[config.mk]
export PLATFORM = sky130hd
export DESIGN_NAME = lcd_spi_receiver
export DESIGN_NICKNAME = d
export VERILOG_FILES = /design/src/rtl/lcd_pkg.sv /design/src/rtl/lcd_spi_deser.sv /design/src/rtl/lcd_spi_receiver.sv
export SDC_FILE = /design/constraint.sdc
export NUM_CORES = 1
export LEC_CHECK = 0
export CORE_MARGIN = 5
export CORE_UTILIZATION = 35
export CTS_CLUSTER_SIZE = 30
export DETAILED_ROUTE_END_ITERATION = 10
export MAX_ROUTING_LAYER = met4
export PLACE_DENSITY = 0.59
export SLEW_MARGIN = 20
export SYNTH_ARGS = -nofsm -noshare
export SYNTH_HDL_FRONTEND = slang
export SYNTH_SLANG_ARGS = --single-unit
[constraint.sdc]
create_clock -name Clock -period 3.66 [get_ports Clock]
set_clock_uncertainty 0.05 [all_clocks]
set_input_delay 0.732 -clock Clock [delete_from_list [all_inputs] [get_ports Clock]]
set_output_delay 0.732 -clock Clock [all_outputs]
set_load 0.01 [all_outputs]
[src/rtl/lcd_pkg.sv]
// rtl/lcd_pkg.sv - shared constants and types for the LCD serial link receiver
package lcd_pkg;

  localparam int NUM_COLS_DEF = 84;
  localparam int NUM_ROWS_DEF = 6;
  localparam int COL_W        = 7;
  localparam int ROW_W        = 3;

  localparam logic [7:0] FUNC_SET = 8'h20;
  localparam logic [7:0] SET_X    = 8'h80;
  localparam logic [7:0] SET_Y    = 8'h40;

  typedef struct packed {
    logic [7:0]       data;
    logic             is_data;
    logic [COL_W-1:0] col;
    logic [ROW_W-1:0] row;
  } lcd_byte_t;

  typedef enum logic {
    RX_IDLE  = 1'b0,
    RX_SHIFT = 1'b1
  } rx_state_e;

endpackage

[src/rtl/lcd_spi_deser.sv]
// rtl/lcd_spi_deser.sv - link synchronisers, SCLK edge detect and MSB-first byte deserialiser
module lcd_spi_deser
  import lcd_pkg::*;
#(
  parameter int SYNC_STAGES = 2
) (
  input  logic       Clock,
  input  logic       nReset,
  input  logic       sclk_i,
  input  logic       sdin_i,
  input  logic       dnc_i,
  input  logic       nsce_i,
  output logic       done_o,
  output logic [7:0] byte_o,
  output logic       dnc_o
);

  logic [SYNC_STAGES-1:0] sclk_sync_q, sdin_sync_q, dnc_sync_q, nsce_sync_q;
  logic                   sclk_dly_q;
  logic                   sclk_s, sdin_s, dnc_s, nsce_s, sclk_rise;

  rx_state_e  state_q, state_d;
  logic [2:0] count_q, count_d;
  logic [6:0] shift_q, shift_d;
  logic       done_q, done_d;
  logic [7:0] byte_q, byte_d;
  logic       dnc_q, dnc_d;

  always_ff @(posedge Clock or negedge nReset) begin
    if (!nReset) begin
      sclk_sync_q <= '0;
      sdin_sync_q <= '0;
      dnc_sync_q  <= '0;
      nsce_sync_q <= '1;
      sclk_dly_q  <= 1'b0;
    end else begin
      sclk_sync_q <= {sclk_sync_q[SYNC_STAGES-2:0], sclk_i};
      sdin_sync_q <= {sdin_sync_q[SYNC_STAGES-2:0], sdin_i};
      dnc_sync_q  <= {dnc_sync_q[SYNC_STAGES-2:0], dnc_i};
      nsce_sync_q <= {nsce_sync_q[SYNC_STAGES-2:0], nsce_i};
      sclk_dly_q  <= sclk_s;
    end
  end

  // Equal-depth chains keep SDIN/DnC aligned with the detected SCLK rise.
  assign sclk_s    = sclk_sync_q[SYNC_STAGES-1];
  assign sdin_s    = sdin_sync_q[SYNC_STAGES-1];
  assign dnc_s     = dnc_sync_q[SYNC_STAGES-1];
  assign nsce_s    = nsce_sync_q[SYNC_STAGES-1];
  assign sclk_rise = sclk_s & ~sclk_dly_q;

  always_ff @(posedge Clock or negedge nReset) begin
    if (!nReset) begin
      state_q <= RX_IDLE;
      count_q <= 3'd0;
      shift_q <= 7'd0;
      done_q  <= 1'b0;
      byte_q  <= 8'd0;
      dnc_q   <= 1'b0;
    end else begin
      state_q <= state_d;
      count_q <= count_d;
      shift_q <= shift_d;
      done_q  <= done_d;
      byte_q  <= byte_d;
      dnc_q   <= dnc_d;
    end
  end

  always_comb begin
    state_d = state_q;
    case (state_q)
      RX_IDLE:  if (!nsce_s) state_d = RX_SHIFT;
      RX_SHIFT: if (nsce_s)  state_d = RX_IDLE;
      default:  state_d = RX_IDLE;
    endcase
  end

  // An edge coinciding with nSCE release is still counted, so the last bit can complete a byte.
  always_comb begin
    count_d = count_q;
    shift_d = shift_q;
    done_d  = 1'b0;
    byte_d  = byte_q;
    dnc_d   = dnc_q;
    if (state_q == RX_SHIFT && sclk_rise) begin
      shift_d = {shift_q[5:0], sdin_s};
      if (count_q == 3'd7) begin
        done_d  = 1'b1;
        byte_d  = {shift_q, sdin_s};
        dnc_d   = dnc_s;
        count_d = 3'd0;
      end else begin
        count_d = count_q + 3'd1;
      end
    end
    if (state_q != RX_SHIFT || nsce_s) count_d = 3'd0;
  end

  assign done_o = done_q;
  assign byte_o = byte_q;
  assign dnc_o  = dnc_q;

endmodule

[src/rtl/lcd_spi_receiver.sv]
// rtl/lcd_spi_receiver.sv - PCD8544-style LCD link monitor: address/mode tracking and one-deep output
module lcd_spi_receiver
  import lcd_pkg::*;
#(
  parameter int SYNC_STAGES = 2,
  parameter int NUM_COLS    = NUM_COLS_DEF,
  parameter int NUM_ROWS    = NUM_ROWS_DEF
) (
  input  logic             Clock,
  input  logic             nReset,
  input  logic             SCLK,
  input  logic             SDIN,
  input  logic             DnC,
  input  logic             nSCE,
  output logic [7:0]       RxByte,
  output logic             RxIsData,
  output logic [COL_W-1:0] RxCol,
  output logic [ROW_W-1:0] RxRow,
  output logic             RxValid,
  input  logic             RxReady,
  output logic             Overrun,
  input  logic             ClearOverrun,
  output logic             ExtMode,
  output logic             PowerDown
);

  logic       rx_done, rx_dnc;
  logic [7:0] rx_byte;

  lcd_spi_deser #(.SYNC_STAGES(SYNC_STAGES)) u_deser (
    .Clock  (Clock),
    .nReset (nReset),
    .sclk_i (SCLK),
    .sdin_i (SDIN),
    .dnc_i  (DnC),
    .nsce_i (nSCE),
    .done_o (rx_done),
    .byte_o (rx_byte),
    .dnc_o  (rx_dnc)
  );

  lcd_byte_t        out_q, out_d;
  logic             valid_q, valid_d, ovr_q, ovr_d;
  logic             ext_q, ext_d, pd_q, pd_d;
  logic [COL_W-1:0] x_q, x_d;
  logic [ROW_W-1:0] y_q, y_d;

  always_ff @(posedge Clock or negedge nReset) begin
    if (!nReset) begin
      out_q   <= '0;
      valid_q <= 1'b0;
      ovr_q   <= 1'b0;
      ext_q   <= 1'b0;
      pd_q    <= 1'b1;
      x_q     <= '0;
      y_q     <= '0;
    end else begin
      out_q   <= out_d;
      valid_q <= valid_d;
      ovr_q   <= ovr_d;
      ext_q   <= ext_d;
      pd_q    <= pd_d;
      x_q     <= x_d;
      y_q     <= y_d;
    end
  end

  // Controller state follows every completed byte, even one dropped at the output.
  always_comb begin
    x_d   = x_q;
    y_d   = y_q;
    ext_d = ext_q;
    pd_d  = pd_q;
    if (rx_done) begin
      if (rx_dnc) begin
        if (int'(x_q) >= NUM_COLS - 1) begin
          x_d = '0;
          if (int'(y_q) >= NUM_ROWS - 1) y_d = '0;
          else                           y_d = y_q + ROW_W'(1);
        end else begin
          x_d = x_q + COL_W'(1);
        end
      end else if ((rx_byte & 8'hF8) == FUNC_SET) begin
        pd_d  = rx_byte[2];
        ext_d = rx_byte[0];
      end else if (!ext_q) begin
        if ((rx_byte & SET_X) == SET_X) begin
          if (int'(rx_byte[6:0]) >= NUM_COLS) x_d = COL_W'(NUM_COLS - 1);
          else                                x_d = rx_byte[6:0];
        end else if ((rx_byte & 8'hF8) == SET_Y) begin
          if (int'(rx_byte[2:0]) >= NUM_ROWS) y_d = ROW_W'(NUM_ROWS - 1);
          else                                y_d = rx_byte[2:0];
        end
      end
    end
  end

  always_comb begin
    out_d   = out_q;
    valid_d = valid_q;
    ovr_d   = ovr_q && !ClearOverrun;
    if (rx_done) begin
      if (!valid_q || RxReady) begin
        out_d.data    = rx_byte;
        out_d.is_data = rx_dnc;
        out_d.col     = rx_dnc ? x_q : '0;
        out_d.row     = rx_dnc ? y_q : '0;
        valid_d       = 1'b1;
      end else begin
        ovr_d = 1'b1;
      end
    end else if (valid_q && RxReady) begin
      valid_d = 1'b0;
    end
  end

  assign RxByte    = out_q.data;
  assign RxIsData  = out_q.is_data;
  assign RxCol     = out_q.col;
  assign RxRow     = out_q.row;
  assign RxValid   = valid_q;
  assign Overrun   = ovr_q;
  assign ExtMode   = ext_q;
  assign PowerDown = pd_q;

endmodule

# [Word-level counts from Yosys, hierarchy flattened]
# Cells that the tools add are included.
[totals] wordCells=84 ff_bits=63 out_inout_bits=23 inputBits=8
[classes] n_mux=27 eq_ne=8 n_reduce_logical=17 magnitude_cmp=4 n_bitwise=4 addsub=3
[op_table] operator="7-bit two-way mux" n=7
[op_table] operator="3-bit two-way mux" n=12
[op_table] operator="7-bit greater-or-equal comparator, second input constant" n=2
[op_table] operator="1-bit two-way mux" n=8
[op_table] operator="2-bit nonzero test" n=4
[op_table] operator="7-bit by 1-bit adder with 7-bit output, second input constant" n=1
[op_table] operator="3-bit by 1-bit adder with 3-bit output, second input constant" n=2
[op_table] operator="3-bit greater-or-equal comparator, second input constant" n=2
[op_table] operator="2-bit != test, second input constant" n=3
[op_table] operator="2-bit AND reduction" n=3
[op_table] operator="6-bit AND reduction" n=1
[op_table] operator="5-bit by 3-bit equality test with 1-bit output, second input constant" n=1
[op_table] operator="5-bit by 4-bit equality test with 1-bit output, second input constant" n=1
[op_table] operator="2-bit by 1-bit != test with 1-bit output, second input constant" n=2
[op_table] operator="4-bit AND reduction" n=1
[op_table] operator="3-bit equality test, second input constant" n=1
[op_table] operator="1-bit logical AND" n=3
[op_table] operator="1-bit NOT" n=3
[op_table] operator="3-bit AND reduction" n=1
[op_table] operator="1-bit zero test" n=2
[op_table] operator="1-bit logical OR" n=2
[op_table] operator="1-bit bitwise AND" n=1

# [Depth between registers and ports, before layout]
# Gate-level depths: netlist of run 1.
[logic_depth] ltp_word=7 mapped_depth=7 ltp_nobuf=7

# [Cells and area by module]
# A second synthesis of run 1 with hierarchy kept.
[hier_totals] cells_unflattened=217 area_unflattened_um2=2676.3
[modules_own_cells] mod="lcd_spi_receiver" seq_area_each_um2=827.0 cells_per_inst=155 area_each_um2=1612.8 n_inst=1
[modules_own_cells] mod="lcd_spi_deser" seq_area_each_um2=753.2 cells_per_inst=62 area_each_um2=1063.5 n_inst=1

# [Worst setup path before layout of run 1]
# Ideal clock, no wire load.
[synth_timing] kind="input-to-reg" startpoint="input port RxReady" endpoint="register out_q (netlist bit RxByte[1])" arrival_ps=1506 cell_stages=4 required_time_ps=3485 setup_ps=125 n_path_buf=1 slack_ps=1980 path_cell_list="nand2b_1 -> nand2_1 -> buf_2 -> mux2_2"
[synth_between] elab_chain_len=2
[synth_lines] item="start, declared" line="lcd_spi_receiver.sv:20" source="input logic RxReady,"
[synth_lines] item="1-bit logical OR" line="lcd_spi_receiver.sv:103" source="if (!valid_q || RxReady) begin"
[synth_lines] item="2-bit AND reduction (no line)"
[synth_lines] item="end signal, assigned" line="lcd_spi_receiver.sv:58" source="out_q <= out_d;"
[synth_lines] item="end, declared" line="lcd_spi_receiver.sv:42" source="lcd_byte_t out_q, out_d;"
# No other way between the ends.
# A chain may end at the register's enable or synchronous reset.

# [Worst setup path in the final report of run 1]
[layout_timing] startpoint="input port RxReady" endpoint="register out_q (netlist bit RxByte[6])"
# The elaborated chain is that of the path after synthesis.

==> impl_metrics.json, run 1 <==
{
  "outcome": "finished, final reports clean",
  "avgSynthCellArea_um2": 11.2,
  "grt_util_all_layers": 0.117,
  "drv_slew": 0,
  "port_buffers": 30,
  "grt_pass1_wl_um": 8610,
  "drt_iter0_drc": 63,
  "vias_per_cell": 4.80,
  "maxCapViolCount": 0,
  "ir_drop_v": 0.000319,
  "post_cts_buffers": 0,
  "syn_to_final_growth_pct": 23.8,
  "vias": 1803,
  "cts_sinks": 63,
  "max_freq_mhz": 448,
  "grt_max_degree": 48,
  "hold_path_depth": 0,
  "routedWlPerCell_um": 13.2,
  "grt_pass1_vias": 1751,
  "diodes": 0,
  "die_y_um": 97.2,
  "async_reset_ff_frac": 1.00,
  "tightest_slew_ns": 0.919,
  "hold_path_end": "u_deser.sdin_sync_q[1]$_DFF_PN0_",
  "synth-edff-count": 0,
  "post_cts_resized": 0,
  "num_rows": 31,
  "worstPathMaxFanout": 30,
  "rsz0062_at_grt": "false",
  "arrival_ns": 2.40,
  "setup_tns_ns": 0,
  "globalplace.congestion": 0.739,
  "ys_warn_count": 0,
  "final_layout_size_suffix_gt1_frac": 0.144,
  "firstDrtPassIters": 4,
  "cts.clk_slew.worst_paths_ns": 0.07,
  "crit_path_end_kind": "flip-flop",
  "dp_hpwl_um": 3390,
  "hp-start": "u_deser.sdin_sync_q[0]$_DFF_PN0_",
  "clock_path_buffers": 2,
  "finalSetupViolCount": 0,
  "min_path_type": "reg -> reg",
  "core_area_mm2": 0.00733,
  "power_mw": 1.49,
  "fin_crit_ns": 2.23,
  "drt-total-wl_um": 4980,
  "synthTopCellsByArea": "dfrtp_1, nand2_1, mux2_1",
  "reg2reg_from": "u_deser.dnc_o$_DFFE_PN0P_",
  "overflow": 0,
  "synth_ff_type": "dfrtp_1",
  "ctsRootBufferMaster": "clkbuf_8",
  "cp-start-kind": "input pin",
  "clock_latency_ns": 0.34,
  "synth_seq_cells": 63,
  "ys_seq_area_frac": 0.594,
  "h-tree-depth": 3,
  "finalHoldViolations": 0,
  "synth.top_cell.area_share": 0.564,
  "required_ns": 3.83,
  "r2r_setup_slack_ns": 1.63,
  "reg2reg_depth": 4,
  "cts_buffers": 9,
  "die_w_um": 97.2,
  "nets": 285,
  "start_util": 0.363,
  "synth_cell_types": 41,
  "ant_nets": 0,
  "antenna_found_initial": 0,
  "reg2reg_to": "x_q[0]$_DFFE_PN0P_",
  "relSlewSlack": 0.386,
  "finalCritPeriodShare": 0.610,
  "pin_count": 31,
  "postCtsHoldBufs": 0,
  "remaining_drc_errors": 0,
  "p_leak_nw": 1.49,
  "synth_largest_area_cell": "dfrtp_1",
  "syn_nets": 251,
  "syn_inst": 238,
  "worstSetupPathType": "in -> reg",
  "die_area_mm2": 0.00944,
  "p_per_area_mw_per_mm2": 451,
  "netlist_area_mm2": 0.00266,
  "cts_tree": "built"
}
-- synthesized netlist by cell type (2+ instances only) --
cell type and instances:
o31ai_1 2, o21ai_0 16, inv_1 6, a31oi_1 3
nand3b_1 4, a22o_1 4, o21ai_1 7, buf_2 6
a21oi_1 5, nand2b_1 3, mux2_2 8, dfstp_2 3
o22ai_1 2, nor3_1 2, clkbuf_1 3, nand3_1 6
ha_1 5, dfrtp_1 60, o21a_1 5, mux2_1 9
nor2b_1 2, nor2_1 5, nand2_1 54
-- report_power, final --
part           internal [mW]  switching, mW  total (mW)  leakage (nW)
combinational         0.0159         0.0245      0.0404         0.524
clock                  0.451          0.259       0.710         0.120
sequential             0.720         0.0152       0.735         0.846
-- cells by family (layout without fill, tap and decap cells) --
kind of cell    after synthesis  after routing  synth area share
flops                        63             63             0.594
fa+ha+maj                     5              5            0.0235
simple gates                 87             87             0.163
compound gates               50             50             0.122
mux                          17             17            0.0720
buf+inv                      16             55            0.0254
-- final cells by class --
class	instances	area [um^2]
inverter	7	26.3
sequential	63	1580
multi-input combinational	159	1010
clock buffer	10	128
clock inverter	6	109
timing repair buffer	32	313
fill	678	4040
tap	99	124
-- cells in the final DEF (no fill, tap or decap), drive strengths merged, types with 4 or more instances in the layout --
cell	Yosys	final
o21a	5	5
mux2	17	17
inv	7	7
nand2	55	55
nand3	6	6
clkdlybuf4s50	0	29
a22o	4	4
a21oi	5	5
dfrtp	60	60
o21ai	23	23
ha	5	5
nor2	6	6
clkbuf	3	10
nand3b	4	4
-- through the flow --
stage	setup WS, ns	hold WS, ns	instances	cell area, um^2	util
after global placement	1.06	0.283	360	3050	0.416
final	1.43	0.301	376	3290	0.449
after global routing	1.29	0.307	376	3290	0.449
after floorplan	1.98	0.281	238	2660	-
after CTS	1.41	0.303	376	3290	0.449
after detailed placement	1.05	0.286	360	3050	0.416
-- registers in the layout, summed over array words and instances, names as in the netlist, 2 cells and up --
| signal | flops |
|---|---|
| RxByte | 8 |
| u_deser.byte_o | 8 |
| RxCol | 7 |
| u_deser.shift_q | 7 |
| x_q | 7 |
| RxRow | 3 |
| u_deser.count_q | 3 |
| y_q | 3 |
| u_deser.dnc_sync_q | 2 |
| u_deser.nsce_sync_q | 2 |
| u_deser.sclk_sync_q | 2 |
| u_deser.sdin_sync_q | 2 |
-- worst max path at each step --
stage,slack [ns],from,cells after the start,end
detailed placement,1.05,RxReady,4,RxByte[3]$_DFFE_PN0P_
finish,1.43,RxReady,4,RxByte[6]$_DFFE_PN0P_
global route,1.29,RxReady,4,RxByte[7]$_DFFE_PN0P_
global placement,1.06,RxReady,4,RxByte[6]$_DFFE_PN0P_
CTS,1.41,RxReady,4,RxByte[3]$_DFFE_PN0P_
floorplan,1.98,RxReady,4,RxByte[1]$_DFFE_PN0P_
-- worst max-delay path, cell delays in order --
cell             delay, ns
clkdlybuf4s50_1       0.39
nand2b_1              0.17
nand2_1               0.69
mux2_2                0.41
-- layer usage --
metal	routed length [um]	GRT usage	vias to the layer above
met1	2240	0.138	857
met5	0	-	-
met3	325	0.0546	6
met2	2370	0.178	39
met4	41	0.0356	0
li1	-	-	901
No activity file was read; power rests on OpenSTA's default activity.
==> run 2: changes to the inputs <==
Settings changed: PLACE_DENSITY 0.59 to 0.61.
Clock period 3.66 ns to 1.9 ns, I/O delays scaled along.
==> impl_metrics.json, run 2 (same netlist as run 1, synthesis figures left out) <==
{
  "outcome": "finished, final reports clean",
  "cp-start-kind": "flip-flop",
  "vias": 1826,
  "post_cts_buffers": 0,
  "hold_path_depth": 0,
  "ctsRootBufferMaster": "clkbuf_8",
  "dpl.cell_count": 370,
  "final_cell_mix": "dfrtp_1, nand2_1, clkdlybuf4s50_1",
  "regArea_mm2": 0.00158,
  "cts_buffers": 9,
  "syn_to_final_growth_pct": 26.3,
  "drt_iter0_drc": 90,
  "grt_util_all_layers": 0.119,
  "worst-path-buf-inv": 1,
  "grt_pass1_wl_um": 8750,
  "arrival_ns": 1.30,
  "core_area_mm2": 0.00733,
  "setup_tns_ns": 0,
  "fin_area_mm2": 0.00336,
  "start_util": 0.363,
  "crit_path_end_kind": "primary output",
  "h-tree-depth": 3,
  "p_per_area_mw_per_mm2": 794,
  "met2_length_um": 2280,
  "hp-start": "u_deser.dnc_sync_q[0]$_DFF_PN0_",
  "nets": 296,
  "vias_per_cell": 4.72,
  "slowest_delay_ns": 0.56,
  "reg2reg_to": "x_q[5]$_DFFE_PN0P_",
  "fin_cells": 387,
  "final_layout_size_suffix_gt1_frac": 0.177,
  "cts_tree": "built",
  "globalplace.congestion": 0.810,
  "multiInputGateArea_mm2": 0.00101,
  "reg2reg_depth": 6,
  "finalHoldViolations": 0,
  "max_freq_mhz": 577,
  "die_area_mm2": 0.00944,
  "ant_nets": 0,
  "min_path_type": "reg -> reg",
  "maxCapViolCount": 0,
  "final_common_cell": "dfrtp_1",
  "rsz0062_at_grt": "false",
  "antenna_found_initial": 0,
  "finalSetupViolCount": 0,
  "cts.clk_slew.worst_paths_ns": 0.07,
  "cts_sinks": 63,
  "drv_slew": 0,
  "die_w_um": 97.2,
  "grt_max_degree": 64,
  "tightest_slew_ns": 0.413,
  "reg2reg_from": "x_q[1]$_DFFE_PN0P_",
  "drt-total-wl_um": 4980,
  "worstSetupPathType": "reg -> out",
  "clock_latency_ns": 0.34,
  "r2r_setup_slack_ns": 0.19,
  "diodes": 0,
  "die_y_um": 97.2,
  "crit_family": "buffers and inverters",
  "firstDrtPassIters": 4,
  "overflow": 0,
  "top_layer_used": "met4",
  "hold_path_end": "u_deser.dnc_sync_q[1]$_DFF_PN0_",
  "num-fill-cells": 687,
  "relSlewSlack": 0.724,
  "grt_pass1_vias": 1817,
  "wl_met1_um": 2420,
  "clock_path_buffers": 2,
  "pin_count": 31,
  "dpl-instance-area_mm2": 0.00314,
  "fin_crit_ns": 1.73,
  "finalCritPeriodShare": 0.912,
  "cp_slowest_cell": "clkdlybuf4s50_1",
  "num_rows": 31,
  "routedWlPerCell_um": 12.9,
  "cp_cell_sequence": "clkdlybuf4s50_1",
  "worstPathMaxFanout": 4,
  "ir_drop_v": 0.000414,
  "remaining_drc_errors": 0,
  "dp_hpwl_um": 3470,
  "p_leak_nw": 1.54,
  "wl_met3_um": 230,
  "port_buffers": 30,
  "required_ns": 1.47
}
run 2: cell types whose count changed in the layout (fill, tap and decap cells not counted), sizes merged:
| cell | before | now |
|---|---|---|
| buf | 3 | 13 |
| clkinvlp | 0 | 3 |
| bufinv | 3 | 1 |
| clkdlybuf4s50 | 29 | 28 |
| clkinv | 3 | 2 |
| dlygate4sd3 | 0 | 1 |
| dlymetal6s2s | 0 | 1 |
run 2: layer usage:
layer  vias up  GRT usage
met5         -          -
met4         0     0.0486
met3         5     0.0452
met2        33      0.176
met1       867      0.147
li1        921          -
run 2: where the power goes:
group	total [mW]	internal, mW	switching, mW
Sequential	1.42	1.39	0.0293
Combinational	0.0822	0.0340	0.0481
Clock	1.17	0.644	0.526
Total	2.67	2.07	0.603
run 2: through the flow:
step / hold WS, ns / setup WS, ns / power (mW) / util
after floorplan: 0.0344 / 0.308 / 1.47 / -
after global placement: 0.284 / 0.179 / 1.52 / 0.428
after detailed placement: 0.287 / 0.172 / 1.53 / 0.428
after CTS: 0.304 / 0.0207 / 2.71 / 0.458
after global routing: 0.316 / 0.0416 / 2.80 / 0.458
final: 0.302 / 0.168 / 2.67 / 0.458
run 2: worst max-delay path by stage:
| stage | from | to | slack, ns | cells after the start |
|---|---|---|---|---|
| after global routing | x_q[1]$_DFFE_PN0P_ | x_q[5]$_DFFE_PN0P_ | 0.04 | 6 |
| after floorplan | x_q[0]$_DFFE_PN0P_ | x_q[4]$_DFFE_PN0P_ | 0.31 | 6 |
| after global placement | RxReady | RxByte[6]$_DFFE_PN0P_ | 0.18 | 5 |
| after detailed placement | RxReady | RxByte[6]$_DFFE_PN0P_ | 0.17 | 5 |
| after CTS | PowerDown$_DFFE_PN1P_ | PowerDown | 0.02 | 1 |
| final | ExtMode$_DFFE_PN0P_ | ExtMode | 0.17 | 1 |
run 2: area by class of cell:
cell class	instances	area share
well taps	99	0.0369
repair buffers	43	0.122
flip-flops and latches	63	0.470
inverters	7	0.00782
clock inverters	6	0.0208
clock buffers	10	0.0410
multi-input cells	159	0.301
run 2: timing repair:
item	CTS	global route
setup endpoints to repair	0	1
hold buffers	1	0
gates resized for setup	0	1
endpoints found under the hold margin	4	0
==> run 3: changes to the inputs <==
Settings changed: CTS_CLUSTER_SIZE 30 to 10.
==> results of run 3 <==
No change in the layout: final DEF, timing and power equal those of run 2.
